===== src/rtl/rv32im_ifu_pkg.sv =====
// rtl/rv32im_ifu_pkg.sv - shared widths, reset PC, buffer depth and FSM encoding for the fetch unit
package rv32im_ifu_pkg;

  localparam int          API_ADDR_WIDTH = 32;
  localparam int          API_DATA_WIDTH = 32;
  localparam logic [31:0] API_RESET_PC   = 32'h0000_0000;
  localparam int          IFU_FIFO_DEPTH = 2;

  typedef enum logic [1:0] {
    IFU_ST_RUN   = 2'd0,
    IFU_ST_FLUSH = 2'd1,
    IFU_ST_EXC   = 2'd2
  } ifu_state_e;

endpackage


===== src/rtl/rv32im_fetch_fifo.sv =====
// rtl/rv32im_fetch_fifo.sv - small synchronous FIFO with flush, used for fetch buffer and PC queue
// Ports:
//   clk, rst_n   clock, asynchronous active-low reset
//   flush        empties the FIFO; a push in the same cycle lands as the only entry
//   push, wdata  write side
//   pop, rdata   read side; rdata is the registered head entry
//   count        entries held; full/empty derived from it
module rv32im_fetch_fifo #(
  parameter int WIDTH = 65,
  parameter int DEPTH = 2,
  parameter int CNT_W = $clog2(DEPTH + 1)
) (
  input  logic             clk,
  input  logic             rst_n,
  input  logic             flush,
  input  logic             push,
  input  logic [WIDTH-1:0] wdata,
  input  logic             pop,
  output logic [WIDTH-1:0] rdata,
  output logic [CNT_W-1:0] count,
  output logic             full,
  output logic             empty
);

  localparam int PTR_W = (DEPTH > 1) ? $clog2(DEPTH) : 1;

  logic [WIDTH-1:0] mem [DEPTH];
  logic [PTR_W-1:0] wr_ptr;
  logic [PTR_W-1:0] rd_ptr;
  logic             do_push;
  logic             do_pop;

  function automatic logic [PTR_W-1:0] ptr_inc(input logic [PTR_W-1:0] p);
    return (p == PTR_W'(DEPTH - 1)) ? '0 : p + PTR_W'(1);
  endfunction

  assign empty   = (count == '0);
  assign full    = (count == CNT_W'(DEPTH));
  assign do_pop  = pop && !empty;
  // A push into a full FIFO is accepted only when a pop frees the slot in the same cycle.
  assign do_push = push && (!full || do_pop);
  assign rdata   = mem[rd_ptr];

  always_ff @(posedge clk or negedge rst_n) begin
    if (!rst_n) begin
      wr_ptr <= '0;
      rd_ptr <= '0;
      count  <= '0;
      for (int i = 0; i < DEPTH; i++) begin
        mem[i] <= '0;
      end
    end else if (flush) begin
      rd_ptr <= '0;
      if (push) begin
        mem[0] <= wdata;
        wr_ptr <= ptr_inc('0);
        count  <= CNT_W'(1);
      end else begin
        wr_ptr <= '0;
        count  <= '0;
      end
    end else begin
      if (do_push) begin
        mem[wr_ptr] <= wdata;
        wr_ptr      <= ptr_inc(wr_ptr);
      end
      if (do_pop) begin
        rd_ptr <= ptr_inc(rd_ptr);
      end
      case ({do_push, do_pop})
        2'b10:   count <= count + CNT_W'(1);
        2'b01:   count <= count - CNT_W'(1);
        default: ;
      endcase
    end
  end

endmodule


===== src/rtl/rv32im_ifu.sv =====
// rtl/rv32im_ifu.sv - instruction fetch unit: PC, in-order imem fetch, fetch buffer, redirect/kill
// Ports:
//   clk_i, rst_n_i                 clock, asynchronous active-low reset
//   imem_req_o/addr_o/gnt_i        fetch request handshake (address held until granted)
//   imem_rvalid_i/rdata_i          in-order fetch responses
//   redir_i/redir_pc_i             redirect from the branch unit
//   if_valid_o/ready_i             decode handshake (pop on valid & ready)
//   if_instr_o/pc_o/exc_o          buffered instruction, its PC, misaligned-target flag
module rv32im_ifu
  import rv32im_ifu_pkg::*;
#(
  parameter int                ADDR_W     = API_ADDR_WIDTH,
  parameter int                DATA_W     = API_DATA_WIDTH,
  parameter logic [ADDR_W-1:0] RESET_PC   = API_RESET_PC,
  parameter int                FIFO_DEPTH = IFU_FIFO_DEPTH
) (
  input  logic              clk_i,
  input  logic              rst_n_i,
  output logic              imem_req_o,
  output logic [ADDR_W-1:0] imem_addr_o,
  input  logic              imem_gnt_i,
  input  logic              imem_rvalid_i,
  input  logic [DATA_W-1:0] imem_rdata_i,
  input  logic              redir_i,
  input  logic [ADDR_W-1:0] redir_pc_i,
  output logic              if_valid_o,
  input  logic              if_ready_i,
  output logic [DATA_W-1:0] if_instr_o,
  output logic [ADDR_W-1:0] if_pc_o,
  output logic              if_exc_o
);

  localparam int CNT_W = $clog2(FIFO_DEPTH + 1);
  localparam int ENT_W = ADDR_W + DATA_W + 1;

  ifu_state_e        state_q, state_n;
  logic [ADDR_W-1:0] pc_q, pc_n;
  logic [CNT_W-1:0]  out_q, out_n;
  logic [CNT_W-1:0]  kill_q, kill_n;
  logic              req_q, req_n;
  logic              exc_owed_q, exc_owed_n;

  logic              misaligned;
  logic              gnt_acc;
  logic              resp_keep;
  logic              exc_push;
  logic              pcq_push;

  logic              fifo_push, fifo_pop, fifo_full, fifo_empty;
  logic [ENT_W-1:0]  fifo_wdata, fifo_rdata;
  logic [CNT_W-1:0]  fifo_count, fifo_count_n;
  logic              head_exc;

  logic [ADDR_W-1:0] pcq_rdata;
  logic [CNT_W-1:0]  pcq_count;
  logic              pcq_full, pcq_empty;
  logic              unused;

  assign misaligned = (redir_pc_i[1:0] != 2'b00);
  assign gnt_acc    = req_q && imem_gnt_i;
  assign resp_keep  = imem_rvalid_i && (kill_q == '0) && !redir_i;
  assign fifo_pop   = if_ready_i && !fifo_empty && !redir_i;
  // Fetches granted in a redirect cycle are stale, so their PC is never queued.
  assign pcq_push   = gnt_acc && !redir_i;

  always_comb begin
    out_n      = out_q + CNT_W'(gnt_acc) - CNT_W'(imem_rvalid_i);
    kill_n     = kill_q;
    if (imem_rvalid_i && (kill_q != '0)) begin
      kill_n = kill_q - CNT_W'(1);
    end
    pc_n       = gnt_acc ? pc_q + ADDR_W'(4) : pc_q;
    state_n    = state_q;
    exc_owed_n = exc_owed_q;
    exc_push   = 1'b0;

    if (redir_i) begin
      // Everything still in flight after this cycle belongs to the old path.
      kill_n     = out_n;
      pc_n       = redir_pc_i;
      exc_owed_n = misaligned && (out_n != '0);
      exc_push   = misaligned && (out_n == '0);
      if (misaligned) begin
        state_n = IFU_ST_EXC;
      end else if (out_n != '0) begin
        state_n = IFU_ST_FLUSH;
      end else begin
        state_n = IFU_ST_RUN;
      end
    end else begin
      case (state_q)
        IFU_ST_FLUSH: begin
          if (kill_n == '0) begin
            state_n = IFU_ST_RUN;
          end
        end
        IFU_ST_EXC: begin
          // The misaligned entry is presented once the last stale response is gone.
          if (exc_owed_q && (kill_n == '0)) begin
            exc_push   = 1'b1;
            exc_owed_n = 1'b0;
          end
        end
        default: ;
      endcase
    end

    fifo_push  = resp_keep || exc_push;
    fifo_wdata = exc_push ? {pc_n, {DATA_W{1'b0}}, 1'b1}
                          : {pcq_rdata, imem_rdata_i, 1'b0};

    // Request is registered, so the credit test looks at next-cycle occupancy.
    fifo_count_n = redir_i ? '0 : fifo_count - CNT_W'(fifo_pop);
    fifo_count_n = fifo_count_n + CNT_W'(fifo_push);
    req_n = (state_n == IFU_ST_RUN) &&
            (({1'b0, out_n} + {1'b0, fifo_count_n}) < (CNT_W + 1)'(FIFO_DEPTH));
  end

  always_ff @(posedge clk_i or negedge rst_n_i) begin
    if (!rst_n_i) begin
      state_q    <= IFU_ST_RUN;
      pc_q       <= RESET_PC;
      out_q      <= '0;
      kill_q     <= '0;
      req_q      <= 1'b0;
      exc_owed_q <= 1'b0;
    end else begin
      state_q    <= state_n;
      pc_q       <= pc_n;
      out_q      <= out_n;
      kill_q     <= kill_n;
      req_q      <= req_n;
      exc_owed_q <= exc_owed_n;
    end
  end

  rv32im_fetch_fifo #(
    .WIDTH (ADDR_W),
    .DEPTH (FIFO_DEPTH),
    .CNT_W (CNT_W)
  ) u_pc_queue (
    .clk   (clk_i),
    .rst_n (rst_n_i),
    .flush (redir_i),
    .push  (pcq_push),
    .wdata (pc_q),
    .pop   (resp_keep),
    .rdata (pcq_rdata),
    .count (pcq_count),
    .full  (pcq_full),
    .empty (pcq_empty)
  );

  rv32im_fetch_fifo #(
    .WIDTH (ENT_W),
    .DEPTH (FIFO_DEPTH),
    .CNT_W (CNT_W)
  ) u_fetch_buf (
    .clk   (clk_i),
    .rst_n (rst_n_i),
    .flush (redir_i),
    .push  (fifo_push),
    .wdata (fifo_wdata),
    .pop   (fifo_pop),
    .rdata (fifo_rdata),
    .count (fifo_count),
    .full  (fifo_full),
    .empty (fifo_empty)
  );

  assign unused = &{1'b0, pcq_count, pcq_full, pcq_empty, fifo_full};

  assign imem_req_o                       = req_q;
  assign imem_addr_o                      = pc_q;
  assign if_valid_o                       = !fifo_empty;
  assign {if_pc_o, if_instr_o, head_exc} = fifo_rdata;
  assign if_exc_o                         = head_exc && !fifo_empty;

endmodule


===== config.mk =====
export PLATFORM = sky130hd
export DESIGN_NAME = rv32im_ifu
export DESIGN_NICKNAME = d
export VERILOG_FILES = /design/src/rtl/rv32im_ifu_pkg.sv /design/src/rtl/rv32im_fetch_fifo.sv /design/src/rtl/rv32im_ifu.sv
export SDC_FILE = /design/constraint.sdc
export NUM_CORES = 1
export LEC_CHECK = 0
export CORE_UTILIZATION = 49
export CTS_CLUSTER_DIAMETER = 150
export CTS_CLUSTER_SIZE = 25
export DETAILED_ROUTE_END_ITERATION = 16
export PLACE_DENSITY = 0.76
export SYNTH_ARGS = -nofsm -noshare
export SYNTH_HDL_FRONTEND = slang
export SYNTH_SLANG_ARGS = --single-unit

===== constraint.sdc =====
create_clock -name clk_i -period 3.4 [get_ports clk_i]
set_input_delay 0.68 -clock clk_i [delete_from_list [all_inputs] [get_ports clk_i]]
set_output_delay 0.68 -clock clk_i [all_outputs]
set_load 0.02 [all_outputs]

* Yosys cells after proc, flatten, opt, wreduce, memory -nomap -nowiden
Index checks and enable logic that the tools add are counted.
** Word-level totals
- Register bits after elaboration :: 242
- Input bits :: 70
- Word-level logic and storage cells :: 156
** Operators by class
- Add/sub/neg operators :: 15
- $lt $le $gt $ge :: 7
- Equality and inequality tests :: 10
- Muxes and demuxes :: 55
- Bitwise logic cells :: 5
- Reduce and logical (&&, ||, !) cells :: 48
** Operators with widths (count)
- 65-bit 2-to-1 mux :: 7
- 32-bit 2-to-1 mux :: 8
- 130-bit bitwise mux :: 1
- 130-bit 2-to-1 mux :: 1
- 65-bit demux with 1-bit select :: 1
- 64-bit bitwise mux :: 1
- 64-bit 2-to-1 mux :: 1
- 32-bit by 3-bit adder with 32-bit output, second input constant :: 1
- 32-bit demux with 1-bit select :: 1
- 1-bit 2-to-1 mux :: 23
- 1-bit logical AND :: 18
- 2-bit 2-to-1 mux :: 9
- 2-bit nonzero test :: 9
- 2-bit logical NOT :: 6
- 2-bit == test, second input constant :: 5
- 2-bit AND reduction :: 5
- 2-bit greater-or-equal comparator, second input constant :: 4
- 1-bit NOT with 2-bit output :: 4
- 2-bit case mux with 2 select lines :: 2
- 2-bit by 1-bit == test with 1-bit output, second input constant :: 3
- 3-bit nonzero test :: 2
- 2-bit by 1-bit subtractor with 2-bit output, second input constant :: 3
- 1-bit logical NOT :: 5
- 1-bit adder, second input constant :: 4
- other kinds (9) :: 16

* Longest topological paths before layout
- Depth in word-level cells :: 13
- Gate-level depth with buffers :: 15
- Mapped depth without buffers :: 14

* By module
A second synthesis with hierarchy kept.
** Unflattened totals
- Cells, all modules :: 955
- Area total of the unflattened synthesis :: 12324.3 µm²
** Modules (own cells, without submodules)
- rv32im_fetch_fifo (u_fetch_buf) :: instances 1, cells an instance 376, area each 6022.0 µm²
- rv32im_ifu :: instances 1, cells an instance 378, area each 3158.0 µm²
- rv32im_fetch_fifo (u_pc_queue) :: instances 1, cells an instance 201, area each 3144.3 µm²

* Worst setup path before layout
No wires, ideal clock.
- Path type :: input to register
- From :: in imem_gnt_i
- To :: reg req_q (netlist: imem_req_o)
- Library setup time :: 0.086 ns
- Arrival time :: 3.423 ns
- Data required time :: 3.314 ns
- Path slack :: -0.109 ns
- Stages :: 15
- Buffers on the path :: 1
- Cells stage by stage :: nand2_2 -> clkbuf_1 -> ha_1 -> inv_1 -> ha_1 -> xor2_1 -> xnor2_1 -> inv_2 -> or3_1 -> nand2_1 -> ha_1 -> xnor2_1 -> fa_1 -> nand2_1 -> nor3_1
** Between the ends
- Longest elaborated chain between the ends :: 11
- Elaborated cells on any way between the ends :: 16
** RTL lines
- from (decl) :: line rv32im_ifu.sv:21 : input logic imem_gnt_i,
- 1-bit logical AND * :: line rv32im_ifu.sv:60 : assign gnt_acc = req_q && imem_gnt_i;
- 2-bit by 1-bit adder with 2-bit output * :: line rv32im_ifu.sv:67 : out_n = out_q + CNT_W'(gnt_acc) - CNT_W'(imem_rvalid_i);
- 2-bit by 1-bit subtractor with 2-bit output * :: line rv32im_ifu.sv:67
- named net out_n[1] :: line rv32im_ifu.sv:38 : logic [CNT_W-1:0] out_q, out_n;
- 2-bit logical NOT :: line rv32im_ifu.sv:82 : exc_push = misaligned && (out_n == '0);
- 1-bit logical AND :: line rv32im_ifu.sv:82
- 1-bit 2-to-1 mux :: line rv32im_ifu.sv:77 : if (redir_i) begin
- 1-bit logical OR :: line rv32im_ifu.sv:108 : fifo_push = resp_keep || exc_push;
- 2-bit by 1-bit adder with 2-bit output :: line rv32im_ifu.sv:114 : fifo_count_n = fifo_count_n + CNT_W'(fifo_push);
- 2-bit by 2-bit adder with 3-bit output :: line rv32im_ifu.sv:116 : (({1'b0, out_n} + {1'b0, fifo_count_n}) < (CNT_W + 1)'(FIFO_DEPTH));
- 3-bit by 2-bit less-than comparator with 1-bit output :: line rv32im_ifu.sv:116
- 1-bit logical AND * :: line rv32im_ifu.sv:115 : req_n = (state_n == IFU_ST_RUN) &&
- named net req_n :: line rv32im_ifu.sv:40 : logic req_q, req_n;
- to (signal assigned) :: line rv32im_ifu.sv:132 : req_q <= req_n;
- to (decl) :: line rv32im_ifu.sv:40
The timed path passes the listed nets; every way through them passes the cells marked *.
A chain may end at the register's enable or synchronous reset.

* Worst setup path in the final report
Same ends and word-level chain as after synthesis.

==> impl_metrics.yaml <==
route:
  wl_um: 29000
  wire_per_inst_um: 20.3
  vias_per_cell: 5.84
  via_count: 8350
  ant_nets: 0
  drt_iter0_markers: 478
  dr.pass1.iters: 5
  drc_errors: 0
synth:
  ys_warn_count: 0
  synthCells: 942
  syn-cell-area_um2: 11500
  yosysTopAreaCell: "dfrtp_1"
  yosysSeqAreaShare_pct: 52.7
  yosys_register_bits: 242
  avgSynthCellArea_um2: 12.2
  syn-num-nets: 1019
  synth_top_area_share_pct: 52.7
  netlist-cell-type-count: 63
  ys_async_sr_fraction_pct: 100
  synth-edff-count: 0
  synth.area.top_cells: "dfrtp_1, mux2_2, a22o_1"
  synth_top_flop_cell: "dfrtp_1"
cts:
  clock_latency_ps: 480
  cts_buffer_depth: 3
  cts.clk_slew.worst_paths_ps: 110
  cts_tree: "built"
  cts_setup_buffers: 0
  clkSinkCount: 242
  cts_resized: 0
  cts_buffers: 13
  hold_buffers: 0
  htreeDepth: 1
  cts_root_buffer: "clkbuf_16"
worst_setup_path:
  cp_slowest_cell: "clkdlybuf4s50_1"
  r2r_slack_ps: 530
  r2r_end: "imem_req_o"
  cp_num_buf_inv: 3
  path_cells: "clkdlybuf4s50_1 > nand2_2 > ha_1 > inv_1 > ha_1 > xor2_2 > xnor2_2 > inv_2 > or3_4 > nand2_2 > ha_1 > xnor2_1 > fa_1 > nand2_1 > nor3_1"
  path_common_cell: "ha_1"
  cp.arrival_ps: 3590
  startpoint_type: "primary input"
  required_ps: 3810
  cp_max_fo: 2
  ff2ff_path_depth: 14
  worst-setup-path-type: "in2reg"
  cpPeakStageDelay_ps: 520
  end_kind: "flop"
  r2r-start: "imem_req_o"
  crit_family: "adder cells"
grt:
  grt_pass1_vias: 8589
  gr-total-overflow: 0
  grt_max_degree: 90
  gr-usage-all-layers_pct: 24.7
  antenna_found_initial: 0
  grt_pass1_wl_um: 46900
floorplan:
  die_w_um: 155
  initial_utilization_pct: 50.4
  fp.dieArea_um2: 24100
  ios: 169
  die_height_um: 155
  row_count: 55
  core_um2: 22800
sta:
  slew-limit-headroom_pct: 22.8
  fin_ws_ps: 222
  period_needed_ps: 3180
  fmax_ghz: 0.315
  finalCritPeriodShare_pct: 93.5
  fin_tns_setup_ps: 0
  hold_viol_final: 0
  tightest_slew_ps: 1160
  setup_viol: 0
  maxSlewViolCount: 0
  skew_ps: 19.0
placed_design:
  port_buffers: 168
  dp_hpwl_um: 20200
  post-place-ws_ps: -329
  gp_congestion: 0.868
cells_and_area:
  n_antenna_cell: 0
  drive_gt1_share_pct: 25.2
  final_cell_mix: "dfrtp_1, mux2_2, clkdlybuf4s50_1"
  nNetsFinal: 1194
  layout_commonest_cell: "dfrtp_1"
  syn2layout_area_growth_pct: 24.1
pwr:
  leakage_uw: 0.00616
  ir_worst_vdd_mv: 0.575
  powerDensity_nw_per_um2: 786
hold_path:
  hold_class: "in2async"
run:
  drv_cap: 0
outcome:
  status: "completed"
-- flip-flops by register name, indices dropped and copies added, names as in the netlist --
name                cells
u_fetch_buf.mem       130
state_q                 2
imem_addr_o            32
u_pc_queue.rd_ptr       1
kill_q                  2
u_pc_queue.mem         64
u_pc_queue.count        2
u_fetch_buf.wr_ptr      1
exc_owed_q              1
u_fetch_buf.rd_ptr      1
out_q                   2
u_fetch_buf.count       2
u_pc_queue.wr_ptr       1
imem_req_o              1
-- worst reg2reg max path, cell delays in order (launching register included) --
cell     delay (ps)
dfrtp_1         410
nand2_2          70
ha_1            270
inv_1            40
ha_1            210
xor2_2          170
xnor2_2         200
inv_2            60
or3_4           370
nand2_2          70
ha_1            160
xnor2_1          90
fa_1            510
nand2_1          50
nor3_1          120
-- per-layer routing --
metal	GRT usage (%)	up-vias	part of all wire (%)
li1	-	3812	-
met1	35.0	4271	45
met2	40.3	220	49
met3	2.34	47	4.2
met4	7.36	0	2.5
met5	0	-	0
-- kinds of logic after synthesis --
kind of cell             after synthesis  synth area share, %
AO/OA/AOI/OAI                        171                 11.1
XOR/XNOR                              33                 2.52
adder cells (fa/ha/maj)                7                0.828
buffers and inverters                 79                 2.92
flip-flops                           242                 52.7
multiplexers                         218                 21.0
AND/OR/NAND/NOR                      192                 8.89
-- layout make-up --
cell class                      count  area [um2]
Clock inverter                      1        8.76
Clock buffer                       14         329
Inverter                           17        63.8
Timing Repair Buffer              222        2240
Multi-Input combinational cell    621        5170
Sequential cell                   242        6060
Fill cell                        1795        8520
Tap cell                          313         392
-- worst max-delay path by stage --
| stage | slack, ps | start | endpoint | cells past startpoint |
|---|---|---|---|---|
| after floorplan | 4 | imem_gnt_i | imem_req_o | 15 |
| after global placement | -210 | imem_gnt_i | imem_req_o | 15 |
| after detailed placement | -330 | imem_gnt_i | imem_req_o | 15 |
| after CTS | 200 | imem_gnt_i | imem_req_o | 15 |
| after global routing | -5 | imem_gnt_i | imem_req_o | 15 |
| final | 220 | imem_gnt_i | imem_req_o | 15 |
-- per-stage QoR --
step | hold slack [ps] | instances | power, uW | util, % | cell area (um2)
floorplan | 384 | 942 | 7510 | - | 11500
global placement | 459 | 1415 | 9460 | 61.0 | 13900
detailed placement | 467 | 1415 | 9630 | 61.0 | 13900
CTS | 217 | 1430 | 11300 | 62.5 | 14200
global route | 249 | 1430 | 11900 | 62.6 | 14300
finish | 195 | 1430 | 11200 | 62.6 | 14300
-- synthesized netlist by cell type, drive strengths merged (2+ instances only) --
cell type  count
and4           2
a31oi          3
a221o          2
nand2b         3
xnor2         11
ha             6
nor2b          8
dfrtp        242
nand4         14
o22ai          2
a221oi         7
xor2          22
o21a           5
o211ai         4
buf           33
or3            2
a2111oi        7
a21oi         32
nor3          30
a22oi          3
mux2i         31
and3           5
clkbuf        29
nand2         44
nand3         20
o21ai         27
or2            2
nor4           6
or4            7
nor2          45
o31ai          3
a32o           2
a22o          67
inv           17
mux2         187
-- power breakdown --
group          switching, uW  total [uW]  internal (uW)
clock network            919        1620            703
logic                   2450        5130           2670
registers                603        4450           3850
Note: power is estimated with default switching activity, not from simulation.
